`src/rtl/mem_access_ctrl.sv`:
```
// LC-3 memory access sequencer: MAR/MDR capture, memory handshake, one-cycle R pulse.
// Optional access timeout enabled by defining LC3_MEM_TIMEOUT_EN.
module mem_access_ctrl #(
  parameter int unsigned DATA_W  = 16,
  parameter int unsigned TIMEOUT = 63
) (
  input  logic              i_CLK,
  input  logic              i_RST,
  input  logic              i_Start,
  input  logic              i_RW,
  input  logic [DATA_W-1:0] i_Addr,
  input  logic [DATA_W-1:0] i_WData,
  output logic              o_Busy,
  output logic              o_Done,
  output logic [DATA_W-1:0] o_MDR,
  output logic              o_Err,
  output logic              o_Mem_En,
  output logic              o_Mem_WE,
  output logic [DATA_W-1:0] o_Mem_Addr,
  output logic [DATA_W-1:0] o_Mem_WData,
  input  logic [DATA_W-1:0] i_Mem_Data,
  input  logic              i_Mem_Ready
);

  typedef enum logic [1:0] {
    S_IDLE   = 2'd0,
    S_ACCESS = 2'd1,
    S_DONE   = 2'd2
  } state_t;

  state_t            state_q, state_d;
  logic [DATA_W-1:0] mar_q, mar_d;
  logic [DATA_W-1:0] mdr_q, mdr_d;
  logic              rw_q, rw_d;

`ifdef LC3_MEM_TIMEOUT_EN
  localparam int unsigned CNT_W = (TIMEOUT < 2) ? 1 : $clog2(TIMEOUT + 1);

  logic [CNT_W-1:0] cnt_q, cnt_d;
  logic             err_q, err_d;
`else
  logic unused_timeout;
  assign unused_timeout = ^32'(TIMEOUT);
`endif

  // State and datapath registers
  always_ff @(posedge i_CLK) begin
    if (i_RST) begin
      state_q <= S_IDLE;
      mar_q   <= '0;
      mdr_q   <= '0;
      rw_q    <= 1'b0;
`ifdef LC3_MEM_TIMEOUT_EN
      cnt_q   <= '0;
      err_q   <= 1'b0;
`endif
    end else begin
      state_q <= state_d;
      mar_q   <= mar_d;
      mdr_q   <= mdr_d;
      rw_q    <= rw_d;
`ifdef LC3_MEM_TIMEOUT_EN
      cnt_q   <= cnt_d;
      err_q   <= err_d;
`endif
    end
  end

  // Next-state and register update logic
  always_comb begin
    state_d = state_q;
    mar_d   = mar_q;
    mdr_d   = mdr_q;
    rw_d    = rw_q;
`ifdef LC3_MEM_TIMEOUT_EN
    cnt_d   = cnt_q;
    err_d   = err_q;
`endif
    unique case (state_q)
      S_IDLE: begin
        if (i_Start) begin
          mar_d   = i_Addr;
          rw_d    = i_RW;
          state_d = S_ACCESS;
          if (i_RW) begin
            mdr_d = i_WData;
          end
`ifdef LC3_MEM_TIMEOUT_EN
          cnt_d = '0;
          err_d = 1'b0;
`endif
        end
      end
      S_ACCESS: begin
        if (i_Mem_Ready) begin
          state_d = S_DONE;
          if (!rw_q) begin
            mdr_d = i_Mem_Data;
          end
`ifdef LC3_MEM_TIMEOUT_EN
        end else if (cnt_q == CNT_W'(TIMEOUT)) begin
          // Abort: ready arriving on the limit cycle is handled above and wins
          state_d = S_DONE;
          err_d   = 1'b1;
          if (!rw_q) begin
            mdr_d = '0;
          end
        end else begin
          cnt_d = cnt_q + CNT_W'(1);
`endif
        end
      end
      S_DONE: begin
        state_d = S_IDLE;
      end
      default: begin
        state_d = S_IDLE;
      end
    endcase
  end

  // Outputs decoded from registered state only
  assign o_Busy      = (state_q != S_IDLE);
  assign o_Done      = (state_q == S_DONE);
  assign o_Mem_En    = (state_q == S_ACCESS);
  assign o_Mem_WE    = (state_q == S_ACCESS) & rw_q;
  assign o_MDR       = mdr_q;
  assign o_Mem_Addr  = mar_q;
  assign o_Mem_WData = mdr_q;
`ifdef LC3_MEM_TIMEOUT_EN
  assign o_Err       = (state_q == S_DONE) & err_q;
`else
  assign o_Err       = 1'b0;
`endif

endmodule
```
`config.mk`:
```
export PLATFORM = sky130hd
export DESIGN_NAME = mem_access_ctrl
export DESIGN_NICKNAME = d
export VERILOG_FILES = /design/src/rtl/mem_access_ctrl.sv
export SDC_FILE = /design/constraint.sdc
export NUM_CORES = 1
export LEC_CHECK = 0
export ABC_AREA = 1
export ABC_CLOCK_PERIOD_IN_PS = 2700
export CAP_MARGIN = 20
export CORE_UTILIZATION = 35
export CTS_BUF_LIST = sky130_fd_sc_hd__clkbuf_8 sky130_fd_sc_hd__clkbuf_16
export CTS_CLUSTER_SIZE = 24
export DETAILED_ROUTE_END_ITERATION = 8
export GPL_TIMING_DRIVEN = 0
export PLACE_DENSITY = 0.82
export SYNTH_ARGS = -nofsm -noshare
export SYNTH_HDL_FRONTEND = slang
export SYNTH_SLANG_ARGS = --single-unit
export TNS_END_PERCENT = 10
```
`constraint.sdc`:
```
create_clock -name i_CLK -period 2.7 [get_ports i_CLK]
set_input_delay 0.27 -clock i_CLK [delete_from_list [all_inputs] [get_ports i_CLK]]
set_output_delay 0.27 -clock i_CLK [all_outputs]
set_load 0.02 [all_outputs]
```
# ---- Yosys cells after proc, flatten, opt, wreduce, memory -nomap -nowiden
# Index checks and enable logic that the tools add are counted.
dict set report totals {
  reg_bits 35
  input_bits 53
  out_inout_bits 53
  wordCells 25
}
dict set report op_classes {
  eq_ne 6
  mux 8
  n_bitwise 1
  n_reduce_logical 6
}
# operator count
set op_table {}
lappend op_table {{$mux 16} 4}
lappend op_table {{$pmux 16 s2} 1}
lappend op_table {{$ne 2x2->1 const B} 3}
lappend op_table {{$reduce_and 5->1} 1}
lappend op_table {{$mux 2} 2}
lappend op_table {{$pmux 2 s2} 1}
lappend op_table {{$reduce_and 2->1} 2}
lappend op_table {{$reduce_bool 2->1} 2}
lappend op_table {{$eq 2x1->1 const B} 1}
lappend op_table {{$eq 2x2->1 const B} 1}
lappend op_table {{$logic_not 2->1} 1}
lappend op_table {{$ne 2x1->1 const B} 1}
lappend op_table {{$and 1x1->1} 1}

# ---- Logic depth before layout (Yosys ltp)
# Gate-level depths: netlist of run 1.
dict set report depth {
  word_depth 3
  mapped_depth 8
  ltp_nobuf 7
}

# ---- Least setup slack after synthesis of run 1
# Ideal clock, no wire load.
dict set report synth_timing {
  kind {register to output}
  start {register state_q[0]}
  end {output o_Mem_WE}
  t_arrival_ns 0.995
  required_time_ns 2.430
  setup_slack_ns 1.435
  stages_incl_launch_ff 4
  n_path_buf 1
  cell_sequence {dfxtp_1 nand2_4 buf_2 nor2_1}
}
dict set report synth_via {
  elab_chain_cells 2
}
# element line
set synth_lines {}
lappend synth_lines {{start, declared} 31} ;# state_t state_q, state_d;
lappend synth_lines {{start signal, assigned} 58} ;# state_q <= state_d;
lappend synth_lines {{$eq 2x1->1} 126} ;# assign o_Mem_WE = (state_q == S_ACCESS) & rw_q;
lappend synth_lines {{$and 1x1->1} 126}
lappend synth_lines {{end, declared} 18} ;# output logic o_Mem_WE,
# No other way between the ends.

# ---- Worst setup path after layout of run 1
# Same ends and word-level chain as after synthesis.

==> results.yml, run 1 <==
floorplan:
  start_util: 0.378
  dieArea_um2: 5140
  design.core.area_um2: 4500
  die_x_um: 71.7
  rows: 24
  io_pins: 106
  die_h_um: 71.7
critical_path:
  cp_slowest_cell: "clkdlybuf4s50_1"
  critPathMaxStageDelay_ps: 620
  critical_path.top_delay_family: "buffers and inverters"
  critPathCapture: "o_Mem_WE"
  crit_path_start: "state_q[0]$_SDFFE_PP0P_"
  cp_max_fo: 10
  path_buf_inv: 2
  crit_path_end_kind: "output pin"
  r2r_cells: 7
  worstPathRequired_ps: 2430
  regToRegStartpoint: "state_q[0]$_SDFFE_PP0P_"
  crit_chain: "nand2_4, buf_2, nor2_1, clkdlybuf4s50_1"
  cp.arrival_ps: 1810
  path_class: "reg2out"
  crit_cells: 4
  r2r-end: "o_Mem_Addr[5]$_SDFFE_PP0P_"
  rrSetupSlack_ps: 1470
  cp-start-kind: "register"
timing:
  fmax_mhz: 482
  tns_ps: 0
  finClkSkew_ps: 6.50
  min_period_ps: 2080
  finalHoldViolCount: 0
  hold_ws_ps: 474
  slew_violations: 0
  finalCritPeriodShare: 0.769
  rsz0062_at_grt: "no"
  finalSetupViolations: 0
  setup_slack_ps: 624
layout:
  stdcell_count: 425
  num_antenna_cells: 0
  drive_above_1_share: 0.0992
  final_nets: 425
  area_growth_pct: 71.2
  utilization: 0.646
pwr:
  switching_share: 0.309
  p_clk_frac: 0.258
  power.density_nw_per_um2: 553
  p_leak_uw: 0.00136
  irDropWorstVdd_mv: 0.287
  p_int_uw: 1110
  p_seq_frac: 0.377
  switching_power_uw: 496
  pwr-share-comb: 0.365
detailed_routing:
  drtIter0Drc: 39
  drcViolationCount: 0
  dr_total_vias: 1851
  first_pass_iters: 4
  finalWirelength_um: 4400
  ant_nets: 0
  wl_per_cell_um: 10.4
  via_per_inst: 4.36
global_routing:
  grt_pass1_vias: 1709
  track_usage: 0.178
  grt_max_degree: 12
  antenna_found_initial: 0
  grt_pass1_wl_um: 7240
  overflow: 0
clocking:
  htree_levels: 2
  clock_latency_ps: 280
  cts_buffers: 5
  postCtsSetupRepairBufs: 0
  clk_pin_slew_worst_paths_ps: 70
  cts_buffer_depth: 2
  cts_sinks: 35
  cts.hold.buffers_added: 0
  cts_resized: 0
  cts_root_buffer: "clkbuf_8"
  cts_tree: "done"
yosys:
  seq_area_frac_synth: 0.412
  synth_top_area_share: 0.412
  syn_avg_cell_area_um2: 6.51
  ys_warn_count: 0
  synth_area_leaders: "dfxtp_1, nand2_1, nor2_1"
  ys_seq_elements: 35
  synth_top_cell_by_area: "dfxtp_1"
  postSynthCellCount: 261
  synth_fp_nets: 314
  synth_area_um2: 1700
  synth_cell_types: 17
place:
  gp_congestion: 0.735
  pre_cts_ws_ps: 901
  io_buffers: 104
  dp_cells: 417
  place_hpwl_um: 3410
run:
  max_cap_violations: 0
min_path:
  hp-class: "reg2reg"
status:
  outcome: "finished, final reports clean"
[sequential cells by signal, summed over array words and instances (netlist names)]
signal      cells
o_MDR          16
rw_q            1
state_q         2
o_Mem_Addr     16
[tightest hold or removal path: stages, from the launching register on]
cell and delay (ps):
dfxtp_1 310, inv_1 60, a21oi_1 60
[placed cells by master (no fill, tap or decap), types with 2 or more instances in the layout]
cell             count
a21oi_1              3
buf_4               19
buf_6                4
clkbuf_1             4
clkbuf_8             7
clkdlybuf4s50_1    104
dfxtp_1             35
inv_1               21
inv_4                2
nand2_1             83
nor2_1              66
o21ai_0             17
[synthesized netlist by cell type]
library cell and number:
buf_2 1, inv_4 2, conb_1 1, inv_1 21, nand3_1 1, dfxtp_1 35, nand2_1 83, nor3_1 1
clkbuf_1 4, buf_4 19, o21ai_0 17, nand3_2 1, a21oi_1 3, nand2_4 1, buf_6 4, nor2_2 1
nor2_1 66
[layer usage]
metal  vias to the layer above  wire, µm  GRT usage
li1                        978         -          -
met1                       808      1930      0.201
met5                         -         0          0
met2                        59      2180      0.324
met3                         6       217     0.0394
met4                         0        85     0.0741
[power groups by stage]
| stage | combinational, µW | clock [µW] | sequential [µW] |
|---|---|---|---|
| after floorplan | 255 | 0 | 677 |
| after detailed placement | 591 | 0 | 619 |
| final | 587 | 415 | 607 |
| after global routing | 641 | 451 | 615 |
| after global placement | 583 | 0 | 616 |
| after CTS | 593 | 429 | 608 |
[area by class of cell]
cell class,count,area (µm²)
Fill cell,404,1590
Timing Repair Buffer,104,1040
Sequential cell,35,701
Multi-Input combinational cell,175,701
Clock buffer,7,96.3
Buffer,28,208
Tap cell,52,65.1
Inverter,23,91.3
Clock inverter,1,7.51
[worst min-delay path by stage]
| stage | depth (start not counted) | to | startpoint | slack, ps |
|---|---|---|---|---|
| after floorplan | 1 | state_q[0]$_SDFFE_PP0P_ | i_RST | 340 |
| after global placement | 2 | o_Mem_Addr[12]$_SDFFE_PP0P_ | o_Mem_Addr[12]$_SDFFE_PP0P_ | 460 |
| after detailed placement | 2 | rw_q$_SDFFE_PP0P_ | rw_q$_SDFFE_PP0P_ | 470 |
| after CTS | 2 | rw_q$_SDFFE_PP0P_ | rw_q$_SDFFE_PP0P_ | 480 |
| after global routing | 2 | rw_q$_SDFFE_PP0P_ | rw_q$_SDFFE_PP0P_ | 510 |
| final | 2 | rw_q$_SDFFE_PP0P_ | rw_q$_SDFFE_PP0P_ | 470 |
[logic make-up after synthesis]
| family | share of synthesized area |
|---|---|
| AND/OR/NAND/NOR | 0.351 |
| AO/OA/AOI/OAI | 0.0589 |
| other | 0.00221 |
| buffers and inverters | 0.176 |
| flip-flops | 0.412 |
[metrics by stage]
| stage | total power [µW] | area, µm² |
|---|---|---|
| finish | 1610 | 2910 |
| global route | 1710 | 2910 |
| CTS | 1630 | 2910 |
| detailed placement | 1210 | 2810 |
| global placement | 1200 | 2810 |
| floorplan | 932 | 1700 |
Power figures use the tool's default switching activity.
==> run 2: changes to the inputs <==
--- a/config.mk
+++ b/config.mk
@@ -6,7 +6,7 @@
 export NUM_CORES = 1
 export LEC_CHECK = 0
 export ABC_AREA = 1
-export ABC_CLOCK_PERIOD_IN_PS = 2700
+export ABC_CLOCK_PERIOD_IN_PS = 2000
 export CAP_MARGIN = 20
 export CORE_UTILIZATION = 35
 export CTS_BUF_LIST = sky130_fd_sc_hd__clkbuf_8 sky130_fd_sc_hd__clkbuf_16
==> constraint.sdc (replaced) <==
create_clock -name i_CLK -period 2 [get_ports i_CLK]
set_input_delay 0.2 -clock i_CLK [delete_from_list [all_inputs] [get_ports i_CLK]]
set_output_delay 0.2 -clock i_CLK [all_outputs]
set_load 0.02 [all_outputs]
==> run 2 against run 1 <==
Compared with the run above:
- die area did not move
- critical path type unchanged
- core utilization hardly changed
- design area hardly changed
- sequential cell count did not move
- first-iteration DRC count unchanged
- sequential share of layout area about the same
- non-clock buffer count did not move
- sequential power up 35%
- clock skew is essentially flat
- critical endpoint unchanged
- power is 35% higher
- combinational power is 35% higher
- global-route usage did not move
==> results.yml, run 2 (synthesis gave the netlist of run 1 again) <==
detailed_routing:
  ant_nets: 0
  dr_total_vias: 1852
  finalWirelength_um: 4410
  wl_per_cell_um: 10.4
  drcViolationCount: 0
  via_per_inst: 4.36
  first_pass_iters: 4
  drtIter0Drc: 39
pwr:
  irDropWorstVdd_mv: 0.387
  p_total_uw: 2170
  p_leak_uw: 0.00138
  power.density_nw_per_um2: 745
place:
  place_hpwl_um: 3410
  gp_congestion: 0.735
  io_buffers: 104
clocking:
  clock_latency_ps: 280
  cts_buffer_depth: 2
  cts_buffers: 5
  htree_levels: 2
  cts.hold.buffers_added: 0
  clk_pin_slew_worst_paths_ps: 70
  cts_tree: "done"
  cts_sinks: 35
  cts_root_buffer: "clkbuf_8"
run:
  max_cap_violations: 0
layout:
  num_antenna_cells: 0
  final_common_cell: "clkdlybuf4s50_1"
  final_nets: 425
  layout_common_cells: "clkdlybuf4s50_1, nand2_1, nor2_1"
  area_growth_pct: 71.2
  drive_above_1_share: 0.0992
timing:
  finalCritPeriodShare: 0.862
  finalHoldViolCount: 0
  min_period_ps: 1720
  finClkSkew_ps: 6.83
  rsz0062_at_grt: "no"
  slew_violations: 0
  finalSetupViolations: 0
  tns_ps: 0
  fmax_mhz: 580
global_routing:
  grt.busiest_layer: "met2"
  use_met1: 0.201
  grt_pass1_vias: 1709
  use_met2: 0.324
  track_usage: 0.178
  antenna_found_initial: 0
  grt_max_degree: 12
  met3_usage: 0.0394
  overflow: 0
  grt_pass1_wl_um: 7240
floorplan:
  rows: 24
  io_pins: 106
  dieArea_um2: 5140
  design.core.area_um2: 4500
  die_x_um: 71.7
  start_util: 0.378
  die_h_um: 71.7
critical_path:
  path_class: "reg2out"
  path_buf_inv: 2
  critical_path.top_delay_family: "buffers and inverters"
  worstPathRequired_ps: 1800
  crit_path_end_kind: "output pin"
  critPathMaxStageDelay_ps: 450
  cp_max_fo: 10
  crit_chain: "nand2_4, buf_2, nor2_1, dlygate4sd2_1"
  cp.arrival_ps: 1520
  cp_slowest_cell: "dfxtp_1"
  cp-start-kind: "register"
min_path:
  hp-class: "reg2reg"
status:
  outcome: "finished, final reports clean"
-- run 2: worst paths after layout --
path,slack (ps),to,start,cells past startpoint
hold / removal,470,rw_q$_SDFFE_PP0P_,rw_q$_SDFFE_PP0P_,2
hold reg to reg,470,rw_q$_SDFFE_PP0P_,rw_q$_SDFFE_PP0P_,2
setup reg to reg,770,o_Mem_Addr[5]$_SDFFE_PP0P_,state_q[0]$_SDFFE_PP0P_,7
setup / recovery,280,o_Mem_WE,state_q[0]$_SDFFE_PP0P_,4
-- run 2: routing by layer --
metal / part of all wire / vias to the layer above
met3: 0.048 / 6
met1: 0.44 / 809
met2: 0.49 / 59
li1: - / 978
met4: 0.019 / 0
met5: 0 / -
-- run 2: tightest hold or removal path, delay by kind of cell (launching register included) --
kind,cells,cell delay [ps]
AOI/OAI and AO/OA,1,60
buffers and inverters,1,60
DFF,1,310
-- run 2: power by group --
group	switching, µW	leakage, µW	internal (µW)
Combinational	375	0.00104	416
Clock	247	0.0000505	313
Sequential	48.5	0.000290	771
-- run 2: layout make-up --
type	count	area (µm²)
repair buffers	104	1040
inverters	23	91.3
fillers	406	1590
plain buffers	28	208
multi-input cells	175	701
well taps	52	65.1
flip-flops and latches	35	701
clock inverters	1	7.51
clock buffers	7	96.3
-- run 2: repair_timing --
action / in CTS / in global routing
setup endpoints to repair: 1 / 1
pin swaps: 0 / 0
resized for setup: 1 / 1
setup buffers: 0 / 0
cloned: 0 / 0
-- run 2: metrics by stage --
stage          setup slack (ps)  utilization  cells  instance area (µm²)  hold WS (ps)
2_1_floorplan               805            -    261                 1700           269
3_3_place_gp                295        0.623    417                 2810           462
3_5_place_dp                271        0.623    417                 2810           467
4_1_cts                    11.7        0.646    425                 2910           476
5_1_grt                     185        0.646    425                 2910           494
6_report                    276        0.646    425                 2910           474
==> run 3: changes to the inputs <==
--- a/config.mk
+++ b/config.mk
@@ -13,6 +13,7 @@
 export CTS_CLUSTER_SIZE = 24
 export DETAILED_ROUTE_END_ITERATION = 8
 export GPL_TIMING_DRIVEN = 0
+export HOLD_SLACK_MARGIN = 0.08
 export PLACE_DENSITY = 0.82
 export SYNTH_ARGS = -nofsm -noshare
 export SYNTH_HDL_FRONTEND = slang
==> constraint.sdc (replaced) <==
create_clock -name i_CLK -period 2 [get_ports i_CLK]
set_input_delay 0.3 -clock i_CLK [delete_from_list [all_inputs] [get_ports i_CLK]]
set_output_delay 0.3 -clock i_CLK [all_outputs]
set_load 0.01 [all_outputs]
==> run 3 against run 2 <==
Compared with the run above:
- global-route usage is the same
- die area is the same
- worst hold slack lost 0.94 ps
- clock power is essentially flat
- maximum frequency grew 1.1%
- critical path depth grew 1
- via count grew 0.27%
- non-clock buffer count is the same
- combinational power shrank 11%
- register-to-register slack gained 30 ps
- critical path type unchanged
==> results.yml, run 3 (synthesis gave the netlist of run 1 again) <==
layout:
  multiInputGateArea_um2: 701
  layout_common_cells: "clkdlybuf4s50_1, nand2_1, nor2_1"
  fin_area_um2: 2920
  seq_area_um2: 702
  num_antenna_cells: 0
  final_common_cell: "clkdlybuf4s50_1"
  area_growth_pct: 71.4
  drive_above_1_share: 0.102
  final_nets: 425
  nFillCells: 404
critical_path:
  worstPathRequired_ps: 1700
  cp.arrival_ps: 1410
  crit_path_end_kind: "output pin"
  r2r_cells: 6
  cp-start-kind: "register"
  crit_path_start: "state_q[1]$_SDFFE_PP0P_"
  regToRegStartpoint: "state_q[1]$_SDFFE_PP0P_"
  cp_max_fo: 10
  path_class: "reg2out"
clocking:
  clk_pin_slew_worst_paths_ps: 70
  cts_buffer_depth: 2
  clock_latency_ps: 280
  cts_sinks: 35
  postCtsSetupRepairBufs: 0
  cts_root_buffer: "clkbuf_8"
  cts_tree: "done"
  htree_levels: 2
  cts_buffers: 5
detailed_routing:
  first_pass_iters: 4
  drtIter0Drc: 36
  ant_nets: 0
  wl_per_cell_um: 10.4
  drcViolationCount: 0
  via_per_inst: 4.37
  dr_total_vias: 1857
  finalWirelength_um: 4400
pwr:
  pwr-share-comb: 0.338
  switching_share: 0.280
  p_leak_uw: 0.00138
  switching_power_uw: 583
  irDropWorstVdd_mv: 0.369
  power.density_nw_per_um2: 715
  p_int_uw: 1500
  p_clk_frac: 0.268
  p_seq_frac: 0.393
min_path:
  hp-class: "reg2reg"
  min_path_cells: 2
  min_from: "rw_q$_SDFFE_PP0P_"
floorplan:
  die_h_um: 71.7
  die_x_um: 71.7
  start_util: 0.378
  dieArea_um2: 5140
  io_pins: 106
  rows: 24
  design.core.area_um2: 4500
timing:
  min_period_ps: 1710
  setup_slack_ps: 294
  fmax_mhz: 586
  tns_ps: 0
  finClkSkew_ps: 6.78
  rsz0062_at_grt: "no"
  slew_violations: 0
  finalCritPeriodShare: 0.853
  finalSetupViolations: 0
  finalHoldViolCount: 0
global_routing:
  grt_pass1_vias: 1709
  grt_pass1_wl_um: 7240
  overflow: 0
  grt_max_degree: 12
  track_usage: 0.178
  antenna_found_initial: 0
run:
  max_cap_violations: 0
place:
  gp_congestion: 0.735
  placed_area_um2: 2810
  io_buffers: 104
  pre_cts_ws_ps: 239
  place_hpwl_um: 3410
status:
  outcome: "finished, final reports clean"
run 3: worst max-delay path, stage by stage, from the launching register on:
cell	delay, ps
dfxtp_1	330
inv_1	120
nand2_4	120
buf_4	190
nor2_1	90
dlygate4sd2_1	280
run 3: worst paths after layout:
check	slack, ps	to
max reg2reg	800	o_MDR[1]$_SDFFE_PP0P_
max	290	o_Mem_WE
min reg2reg	470	rw_q$_SDFFE_PP0P_
min	470	rw_q$_SDFFE_PP0P_
run 3: area by class of cell:
type / instances / share of cell area
plain buffers: 28 / 0.0721
flip-flops and latches: 35 / 0.241
clock buffers: 7 / 0.0330
multi-input cells: 175 / 0.240
inverters: 23 / 0.0313
well taps: 52 / 0.0223
repair buffers: 104 / 0.358
clock inverters: 1 / 0.00258
run 3: routing by layer:
metal  wire, µm  vias up  share of wire  GRT usage
li1           -      978              -          -
met1       1920      813           0.44      0.201
met2       2170       60           0.49      0.324
met3        218        6          0.050     0.0394
met4         85        0          0.019     0.0741
met5          0        -              0          0
run 3: repair_timing:
action / in CTS / in global routing
endpoints found under the setup margin: 2 / 1
resized for setup: 3 / 1
hold buffers: 0 / 0
run 3: power groups by stage:
stage	Clock [µW]	Combinational (µW)	Sequential, µW
after floorplan	0	308	863
after global placement	0	701	831
after detailed placement	0	710	836
after CTS	579	714	821
after global routing	609	778	831
final	559	705	820
run 3: stage by stage:
stage	hold slack [ps]	util	std cells	total power, µW
after CTS	479	0.647	425	2110
after floorplan	369	-	261	1170
after global routing	509	0.647	425	2220
after detailed placement	467	0.623	417	1550
final	473	0.647	425	2080
after global placement	462	0.623	417	1530
